--- src/rtl/lsu_sram_bridge_if.sv ---
// Interfaces used by the load/store access unit.
//
// lsu_core_if : MEM-stage request / WB-stage response channel.
//    master  = core  (drives req_*, resp_ready)
//    slave   = bridge (drives req_ready, resp_*)
//    req_valid/req_ready          request handshake
//    req_we, req_size,
//    req_unsigned, req_addr,
//    req_wdata, req_rd            request payload
//    resp_valid/resp_ready        response handshake
//    resp_rdata, resp_rd,
//    resp_ale, resp_err           response payload
//
// lsu_sram_if : two-phase addr_ok/data_ok SRAM-like data bus.
//    master  = bridge (drives request, write flag, strobes, address, data)
//    slave   = memory (drives addr_ok, data_ok, rdata)

interface lsu_core_if;
   logic        req_valid;
   logic        req_ready;
   logic        req_we;
   logic [1:0]  req_size;
   logic        req_unsigned;
   logic [31:0] req_addr;
   logic [31:0] req_wdata;
   logic [4:0]  req_rd;
   logic        resp_valid;
   logic        resp_ready;
   logic [31:0] resp_rdata;
   logic [4:0]  resp_rd;
   logic        resp_ale;
   logic        resp_err;

   modport master (
      output req_valid, req_we, req_size, req_unsigned, req_addr, req_wdata, req_rd,
      output resp_ready,
      input  req_ready,
      input  resp_valid, resp_rdata, resp_rd, resp_ale, resp_err
   );

   modport slave (
      input  req_valid, req_we, req_size, req_unsigned, req_addr, req_wdata, req_rd,
      input  resp_ready,
      output req_ready,
      output resp_valid, resp_rdata, resp_rd, resp_ale, resp_err
   );
endinterface

interface lsu_sram_if;
   logic        data_sram_req;
   logic        data_sram_wr;
   logic [3:0]  data_sram_wstrb;
   logic [31:0] data_sram_addr;
   logic [31:0] data_sram_wdata;
   logic        data_sram_addr_ok;
   logic        data_sram_data_ok;
   logic [31:0] data_sram_rdata;

   modport master (
      output data_sram_req, data_sram_wr, data_sram_wstrb, data_sram_addr, data_sram_wdata,
      input  data_sram_addr_ok, data_sram_data_ok, data_sram_rdata
   );

   modport slave (
      input  data_sram_req, data_sram_wr, data_sram_wstrb, data_sram_addr, data_sram_wdata,
      output data_sram_addr_ok, data_sram_data_ok, data_sram_rdata
   );
endinterface

--- src/rtl/lsu_sram_bridge.sv ---
// Load/store access unit between the core's MEM stage and the data SRAM bus.
// Takes one request at a time, steers store bytes onto the right lanes with
// matching strobes, runs the addr_ok/data_ok handshake, extends load data and
// hands back a single response (with misalign / timeout flags).
//
// Ports:
//    clk    : clock, everything on posedge
//    reset  : synchronous, active-high
//    core   : lsu_core_if.slave  (request in, response out)
//    sram   : lsu_sram_if.master (SRAM-like data bus)
// Parameter:
//    TIMEOUT_CYCLES : cycles allowed in DATA before an error response (1..65535)

module lsu_sram_bridge #(
   parameter int unsigned TIMEOUT_CYCLES = 255
) (
   input  logic       clk,
   input  logic       reset,
   lsu_core_if.slave  core,
   lsu_sram_if.master sram
);

   typedef enum logic [1:0] {
      IDLE = 2'd0,
      ADDR = 2'd1,
      DATA = 2'd2,
      RESP = 2'd3
   } state_t;

   localparam logic [15:0] TIMEOUT_LAST = 16'(TIMEOUT_CYCLES - 1);

   state_t      state;
   state_t      state_next;

   logic        we_q;
   logic [1:0]  size_q;
   logic        unsigned_q;
   logic [31:0] addr_q;
   logic [31:0] wdata_q;
   logic [4:0]  rd_q;
   logic [31:0] rdata_q;
   logic        ale_q;
   logic        err_q;
   logic [15:0] timer_q;

   logic        accept;
   logic        misaligned;
   logic        timeout_hit;
   logic [7:0]  load_byte;
   logic [15:0] load_half;
   logic [31:0] load_value;
   logic [31:0] store_wdata;
   logic [3:0]  store_wstrb;

   // Request acceptance and the misalignment check on the incoming request.
   // Size 3 falls into the word case.
   always_comb begin
      accept     = core.req_valid && (state == IDLE) && !reset;
      misaligned = 1'b0;
      case (core.req_size)
         2'd0:    misaligned = 1'b0;
         2'd1:    misaligned = core.req_addr[0];
         default: misaligned = |core.req_addr[1:0];
      endcase
      timeout_hit = (timer_q == TIMEOUT_LAST);
   end

   // Load extraction from the raw bus word using the latched address/size.
   // Stores always return zero data.
   always_comb begin
      load_byte = sram.data_sram_rdata[7:0];
      case (addr_q[1:0])
         2'd0: load_byte = sram.data_sram_rdata[7:0];
         2'd1: load_byte = sram.data_sram_rdata[15:8];
         2'd2: load_byte = sram.data_sram_rdata[23:16];
         2'd3: load_byte = sram.data_sram_rdata[31:24];
         default: load_byte = sram.data_sram_rdata[7:0];
      endcase
      load_half = addr_q[1] ? sram.data_sram_rdata[31:16] : sram.data_sram_rdata[15:0];
      case (size_q)
         2'd0:    load_value = unsigned_q ? {24'd0, load_byte} : {{24{load_byte[7]}}, load_byte};
         2'd1:    load_value = unsigned_q ? {16'd0, load_half} : {{16{load_half[15]}}, load_half};
         default: load_value = sram.data_sram_rdata;
      endcase
      if (we_q) begin
         load_value = 32'd0;
      end
   end

   // Store lane steering: data is replicated across lanes so the memory
   // only needs the strobes to pick the right bytes.
   always_comb begin
      case (size_q)
         2'd0: begin
            store_wdata = {4{wdata_q[7:0]}};
            store_wstrb = 4'b0001 << addr_q[1:0];
         end
         2'd1: begin
            store_wdata = {2{wdata_q[15:0]}};
            store_wstrb = addr_q[1] ? 4'b1100 : 4'b0011;
         end
         default: begin
            store_wdata = wdata_q;
            store_wstrb = 4'b1111;
         end
      endcase
   end

   // State register.
   always_ff @(posedge clk) begin
      if (reset) begin
         state <= IDLE;
      end else begin
         state <= state_next;
      end
   end

   // Next-state logic and state-decoded outputs. Bus outputs depend only on
   // state and latched registers, so there is no path from SRAM inputs to
   // SRAM outputs. Stale data_ok in IDLE/RESP simply has no case arm.
   always_comb begin
      state_next            = state;
      core.req_ready        = 1'b0;
      core.resp_valid       = 1'b0;
      core.resp_rdata       = 32'd0;
      core.resp_rd          = 5'd0;
      core.resp_ale         = 1'b0;
      core.resp_err         = 1'b0;
      sram.data_sram_req    = 1'b0;
      sram.data_sram_wr     = 1'b0;
      sram.data_sram_wstrb  = 4'b0000;
      sram.data_sram_addr   = 32'd0;
      sram.data_sram_wdata  = 32'd0;

      case (state)
         IDLE: begin
            core.req_ready = !reset;
            if (accept) begin
               state_next = misaligned ? RESP : ADDR;
            end
         end
         ADDR: begin
            sram.data_sram_req  = 1'b1;
            sram.data_sram_wr   = we_q;
            sram.data_sram_addr = {addr_q[31:2], 2'b00};
            if (we_q) begin
               sram.data_sram_wstrb = store_wstrb;
               sram.data_sram_wdata = store_wdata;
            end
            if (sram.data_sram_addr_ok) begin
               state_next = sram.data_sram_data_ok ? RESP : DATA;
            end
         end
         DATA: begin
            if (sram.data_sram_data_ok || timeout_hit) begin
               state_next = RESP;
            end
         end
         RESP: begin
            core.resp_valid = 1'b1;
            core.resp_rdata = rdata_q;
            core.resp_rd    = rd_q;
            core.resp_ale   = ale_q;
            core.resp_err   = err_q;
            if (core.resp_ready) begin
               state_next = IDLE;
            end
         end
         default: state_next = IDLE;
      endcase
   end

   // Request latch, response capture and DATA-phase timeout counter.
   // The counter is cleared on the addr_ok that leads into DATA.
   always_ff @(posedge clk) begin
      if (reset) begin
         we_q       <= 1'b0;
         size_q     <= 2'd0;
         unsigned_q <= 1'b0;
         addr_q     <= 32'd0;
         wdata_q    <= 32'd0;
         rd_q       <= 5'd0;
         rdata_q    <= 32'd0;
         ale_q      <= 1'b0;
         err_q      <= 1'b0;
         timer_q    <= 16'd0;
      end else begin
         case (state)
            IDLE: begin
               if (accept) begin
                  we_q       <= core.req_we;
                  size_q     <= core.req_size;
                  unsigned_q <= core.req_unsigned;
                  addr_q     <= core.req_addr;
                  wdata_q    <= core.req_wdata;
                  rd_q       <= core.req_rd;
                  rdata_q    <= 32'd0;
                  ale_q      <= misaligned;
                  err_q      <= 1'b0;
               end
            end
            ADDR: begin
               if (sram.data_sram_addr_ok) begin
                  timer_q <= 16'd0;
                  if (sram.data_sram_data_ok) begin
                     rdata_q <= load_value;
                  end
               end
            end
            DATA: begin
               if (sram.data_sram_data_ok) begin
                  rdata_q <= load_value;
               end else if (timeout_hit) begin
                  err_q <= 1'b1;
               end else begin
                  timer_q <= timer_q + 16'd1;
               end
            end
            default: begin
            end
         endcase
      end
   end

endmodule

--- src/flat_wrapper.sv ---
// flat-port wrapper written by rule: the top's interface ports become plain ports
module lsu_sram_bridge_flat 
#(
   parameter int unsigned TIMEOUT_CYCLES = 255
)
  (clk, reset, core_req_valid, core_req_we, core_req_size, core_req_unsigned, core_req_addr, core_req_wdata, core_req_rd, core_resp_ready, core_req_ready, core_resp_valid, core_resp_rdata, core_resp_rd, core_resp_ale, core_resp_err, sram_data_sram_req, sram_data_sram_wr, sram_data_sram_wstrb, sram_data_sram_addr, sram_data_sram_wdata, sram_data_sram_addr_ok, sram_data_sram_data_ok, sram_data_sram_rdata);
  lsu_core_if core_i ();
  lsu_sram_if sram_i ();
  input  logic clk;
  input  logic reset;
  input wire logic [$bits(core_i.req_valid)-1:0] core_req_valid;
  input wire logic [$bits(core_i.req_we)-1:0] core_req_we;
  input wire logic [$bits(core_i.req_size)-1:0] core_req_size;
  input wire logic [$bits(core_i.req_unsigned)-1:0] core_req_unsigned;
  input wire logic [$bits(core_i.req_addr)-1:0] core_req_addr;
  input wire logic [$bits(core_i.req_wdata)-1:0] core_req_wdata;
  input wire logic [$bits(core_i.req_rd)-1:0] core_req_rd;
  input wire logic [$bits(core_i.resp_ready)-1:0] core_resp_ready;
  output wire logic [$bits(core_i.req_ready)-1:0] core_req_ready;
  output wire logic [$bits(core_i.resp_valid)-1:0] core_resp_valid;
  output wire logic [$bits(core_i.resp_rdata)-1:0] core_resp_rdata;
  output wire logic [$bits(core_i.resp_rd)-1:0] core_resp_rd;
  output wire logic [$bits(core_i.resp_ale)-1:0] core_resp_ale;
  output wire logic [$bits(core_i.resp_err)-1:0] core_resp_err;
  output wire logic [$bits(sram_i.data_sram_req)-1:0] sram_data_sram_req;
  output wire logic [$bits(sram_i.data_sram_wr)-1:0] sram_data_sram_wr;
  output wire logic [$bits(sram_i.data_sram_wstrb)-1:0] sram_data_sram_wstrb;
  output wire logic [$bits(sram_i.data_sram_addr)-1:0] sram_data_sram_addr;
  output wire logic [$bits(sram_i.data_sram_wdata)-1:0] sram_data_sram_wdata;
  input wire logic [$bits(sram_i.data_sram_addr_ok)-1:0] sram_data_sram_addr_ok;
  input wire logic [$bits(sram_i.data_sram_data_ok)-1:0] sram_data_sram_data_ok;
  input wire logic [$bits(sram_i.data_sram_rdata)-1:0] sram_data_sram_rdata;
  assign core_i.req_valid = core_req_valid;
  assign core_i.req_we = core_req_we;
  assign core_i.req_size = core_req_size;
  assign core_i.req_unsigned = core_req_unsigned;
  assign core_i.req_addr = core_req_addr;
  assign core_i.req_wdata = core_req_wdata;
  assign core_i.req_rd = core_req_rd;
  assign core_i.resp_ready = core_resp_ready;
  assign core_req_ready = core_i.req_ready;
  assign core_resp_valid = core_i.resp_valid;
  assign core_resp_rdata = core_i.resp_rdata;
  assign core_resp_rd = core_i.resp_rd;
  assign core_resp_ale = core_i.resp_ale;
  assign core_resp_err = core_i.resp_err;
  assign sram_data_sram_req = sram_i.data_sram_req;
  assign sram_data_sram_wr = sram_i.data_sram_wr;
  assign sram_data_sram_wstrb = sram_i.data_sram_wstrb;
  assign sram_data_sram_addr = sram_i.data_sram_addr;
  assign sram_data_sram_wdata = sram_i.data_sram_wdata;
  assign sram_i.data_sram_addr_ok = sram_data_sram_addr_ok;
  assign sram_i.data_sram_data_ok = sram_data_sram_data_ok;
  assign sram_i.data_sram_rdata = sram_data_sram_rdata;
  lsu_sram_bridge #(.TIMEOUT_CYCLES(TIMEOUT_CYCLES)) u_core (.clk(clk), .reset(reset), .core(core_i), .sram(sram_i));
endmodule
--- config.mk ---
export PLATFORM = sky130hd
export DESIGN_NAME = lsu_sram_bridge_flat
export DESIGN_NICKNAME = d
export VERILOG_FILES = /design/src/rtl/lsu_sram_bridge_if.sv /design/src/rtl/lsu_sram_bridge.sv /design/src/flat_wrapper.sv
export SDC_FILE = /design/constraint.sdc
export NUM_CORES = 1
export LEC_CHECK = 0
export ABC_AREA = 1
export BUFFER_PORTS_ARGS = -buffer_cell sky130_fd_sc_hd__clkbuf_2
export CAP_MARGIN = 40
export CORE_MARGIN = 2
export CORE_UTILIZATION = 51
export DETAILED_ROUTE_END_ITERATION = 8
export PLACE_DENSITY = 0.83
export SETUP_SLACK_MARGIN = 0.15
export SLEW_MARGIN = 20
export SYNTH_ARGS = -nofsm -noshare
export SYNTH_HDL_FRONTEND = slang
export SYNTH_SLANG_ARGS = --single-unit
export TNS_END_PERCENT = 20
--- constraint.sdc ---
create_clock -name clk -period 2.04 [get_ports clk]
set_clock_uncertainty 0.1 [all_clocks]
set_input_delay 0.306 -clock clk [delete_from_list [all_inputs] [get_ports clk]]
set_output_delay 0.306 -clock clk [all_outputs]
set_load 0.02 [all_outputs]
==> results by group <==
Synthesis
  – Ys async rst share: 0%
  – Multiplexer share of the synthesized area: 0%
  – Seq cells post-synth: about 130
  – Post-Synth XOR/XNOR Area: less than 1%
  – Simple-Gate Fraction of Synth Area: between 30% and 40%
  – Post-Synth Adder-Cell Area: between 1 and 1.5%
  – Largest family of logic cells by synthesized area: simple AND/OR/NAND/NOR gates
  – Synth warnings: 0
  – Synth Flop Type: dfxtp_1
  – Mapped Avg Cell Area: between 6 and 7 um^2
  – Number of flops mapped to enable cells by yosys: 0
  – Sequential share of the synthesized area: about two fifths
  – Post-Syn Instances: around 1000
  – Compound-Gate Fraction of Synth Area: about 15%
  – Mapped Area: between 6000 and 7000 um^2
  – Synth cell types: 33

Pwr
  – Clock Power Share: 32.2%
  – VDD IR max: around 0.60 mV
  – PwrDens: about 1000 nW/um^2
  – Reg power frac: approximately a third
  – Switch share: 37.6%
  – Switching pwr: about 3.5 mW
  – Logic pwr share: around a third
  – Cell internal pwr: roughly 5.9 mW
  – Design Power: 9.44 mW
  – P_leak: around 5.0 nW

Critical path
  – Crit Path Class: reg -> out
  – CP Launch Type: register
  – WP data arrival: 1.85 ns
  – CP max FO: 8
  – Worst Path Required: around 1.6 ns
  – Critical Path End Type: output pin

STA
  – Hold Vio Cnt, Final: 0
  – Unrepaired setup endpoints after global routing: yes
  – Final hold slack: a little over 0.005 ns
  – Fin. max-slew vios: 0
  – Setup TNS: -2.90 ns
  – Fmax: around 440 MHz
  – Period utilization: 111%
  – Final setup margin: -0.219 ns
  – Final min period: roughly 2.3 ns
  – Final setup viols: between 40 and 50

Global route
  – First-pass GRT wire length: approximately 35000 um
  – Largest net degree at the start of global routing: 75
  – Total gr overflow: 0
  – Vias in the first global route: slightly above 7000
  – Initial antenna violation count: 0
  – Gr usage total: 32.8%

Detailed routing
  – Drc violations: 0
  – DRT Wirelength: ~24000 um
  – DRT iter0 DRCs: around 780
  – DR WL/cell: 16.2 um
  – Final antenna-violating net count: 0
  – Vias/cell: about 5.4
  – Via count: ~8000
  – Pre-antenna DRT Iters: 6

Clock tree
  – Clock-pin slew on the worst setup and hold paths: roughly 0.06 ns
  – H-tree depth: 4
  – CTS Root Cell: clkbuf_16
  – TritonCTS clock tree: yes
  – Clock sinks: ~130
  – Maximum clock insertion buffer count: 2
  – Worst skew pair latency: approximately 0.43 ns
  – Num CTS Buffers: 17

Placed design
  – Placed Cells: about 1400
  – Placed Area: ~7900 um^2
  – Port buffer count: roughly 220
  – Gpl congestion: approximately 0.97
  – Pre-CTS worst setup slack: ~0.019 ns
  – Post-DP HPWL: approximately 14000 um

Cells and area
  – Post-layout util: approximately three quarters
  – Final cell count without fillers: about 1500
  – Nets: about 1400
  – Final instance area: 9590 um^2
  – Layout cell share with drive strength beyond 1: 28.1%
  – Synthesis-to-finish area growth: 46.7%
  – # diodes: 0

Min path
  – Hold WC Path Type: in -> reg

Flow run
  – MaxCap Viol Count: 0

Floorplan
  – Top Ports: between 200 and 250
  – Initial Util: between 50% and 60%
  – Rows: 41
  – Die height: between 100 and 150 um
  – CORE AREA: 12600 um^2
  – Die extent in x: roughly 120 um
  – Die ar.: about 14000 um^2

Run status
  – Failing checks: negative setup slack
  – Status: complete, but fails checks
==> logic make-up after synthesis <==
kind of cell | Yosys count
other | 1
adder cells (fa/ha/maj) | 6
AO/OA/AOI/OAI | 182
AND/OR/NAND/NOR | 518
flip-flops | 125
XOR/XNOR | 2
buffers and inverters | 206
==> per-layer routing <==
layer | part of all wire, % | GRT usage (%) | routed length (um) | vias up
li1 | - | - | - | 3780
met1 | 38 | 40.1 | 9150 | 3652
met2 | 47 | 52.2 | 11300 | 491
met3 | 9.8 | 9.78 | 2360 | 115
met4 | 4.9 | 17.6 | 1170 | 0
met5 | 0 | 0 | 0 | -
==> registers in the layout, summed over array words and instances (netlist names) <==
register           count
u_core.state           2
u_core.timer_q        16
u_core.ale_q           1
u_core.we_q            1
u_core.rd_q            5
u_core.err_q           1
u_core.wdata_q        32
u_core.size_q          2
u_core.addr_q         32
u_core.unsigned_q      1
u_core.rdata_q        32
==> path summary, 6_finish.rpt <==
kind	start	to	slack, ns	cells after the start
max	u_core.state[0]	sram_data_sram_wdata[25]	-0.22	8
min	core_req_wdata[23]	u_core.wdata_q[23]	0.005	3
max reg2reg	u_core.state[1]	u_core.rdata_q[3]	0.12	10
min reg2reg	u_core.rdata_q[14]	u_core.rdata_q[14]	0.36	2
==> final cells by class <==
| cell class | instances | area [um^2] |
|---|---|---|
| Clock buffer | 19 | 453 |
| Clock inverter | 13 | 135 |
| Fill cell | 848 | 2970 |
| Inverter | 149 | 587 |
| Multi-Input combinational cell | 710 | 3480 |
| Sequential cell | 125 | 2510 |
| Tap cell | 172 | 215 |
| Timing Repair Buffer | 296 | 2210 |
| Timing Repair inverter | 1 | 7.51 |
==> cells in the mapped netlist (3+ instances only) <==
library cell	n	share of area (%)
nor2_1	123	7.1
buf_2	13	0.99
inv_2	8	0.46
o221a_2	3	0.52
o22ai_1	8	0.77
nand2_1	293	17
clkbuf_1	34	2.0
buf_4	5	0.57
nor3_1	4	0.31
nand4_1	5	0.48
buf_1	5	0.29
a21oi_1	85	6.5
o21ai_0	72	5.5
ha_1	6	1.1
nand3_1	79	6.0
a221oi_1	4	0.54
inv_1	139	8.0
nand2_2	5	0.48
nor2_2	3	0.29
dfxtp_1	125	38
==> cell usage in the layout (no fill, tap or decap), types with 5 or more instances in the layout <==
cell / count
nand2_1: 291
inv_1: 132
dfxtp_1: 120
nor2_1: 114
clkbuf_2: 112
buf_4: 83
nand3_1: 79
a21oi_1: 78
o21ai_0: 53
dlygate4sd3_1: 41
clkbuf_4: 33
clkbuf_16: 18
o21ai_2: 11
inv_2: 10
o22ai_1: 8
clkbuf_8: 8
nor2_4: 7
nor2_2: 7
o21ai_1: 7
a21oi_2: 7
buf_6: 7
buf_12: 7
clkinvlp_4: 5
nand4_1: 5
clkinv_2: 5
buf_2: 5
==> power by group through the flow <==
stage | sequential [mW] | combinational [mW] | clock [mW]
3_5_place_dp | 3.16 | 2.73 | 0
3_3_place_gp | 3.15 | 2.69 | 0
6_report | 3.17 | 3.23 | 3.04
4_1_cts | 3.13 | 2.98 | 3.05
2_1_floorplan | 3.09 | 1.93 | 0
5_1_grt | 3.20 | 3.51 | 3.16
==> timing repair <==
| item | 4_1_cts | 5_1_grt |
|---|---|---|
| pin swaps | 4 | 2 |
| buffers inserted | 7 | 1 |
| resized for setup | 109 | 159 |
| hold buffers | 41 | 0 |
| cloned | 1 | 1 |
| setup endpoints to repair | 126 | 152 |
| endpoints found under the hold margin | 41 | 0 |
==> worst max-delay path, stage by stage, from the launching register on <==
cell and delay (ns):
dfxtp_4 0.39, ha_4 0.18, nand2_8 0.10, clkinv_8 0.11, o21ai_4 0.07, inv_2 0.08, nor2_4 0.04, a221oi_2 0.24
buf_4 0.20
Power figures use the tool's default switching activity.
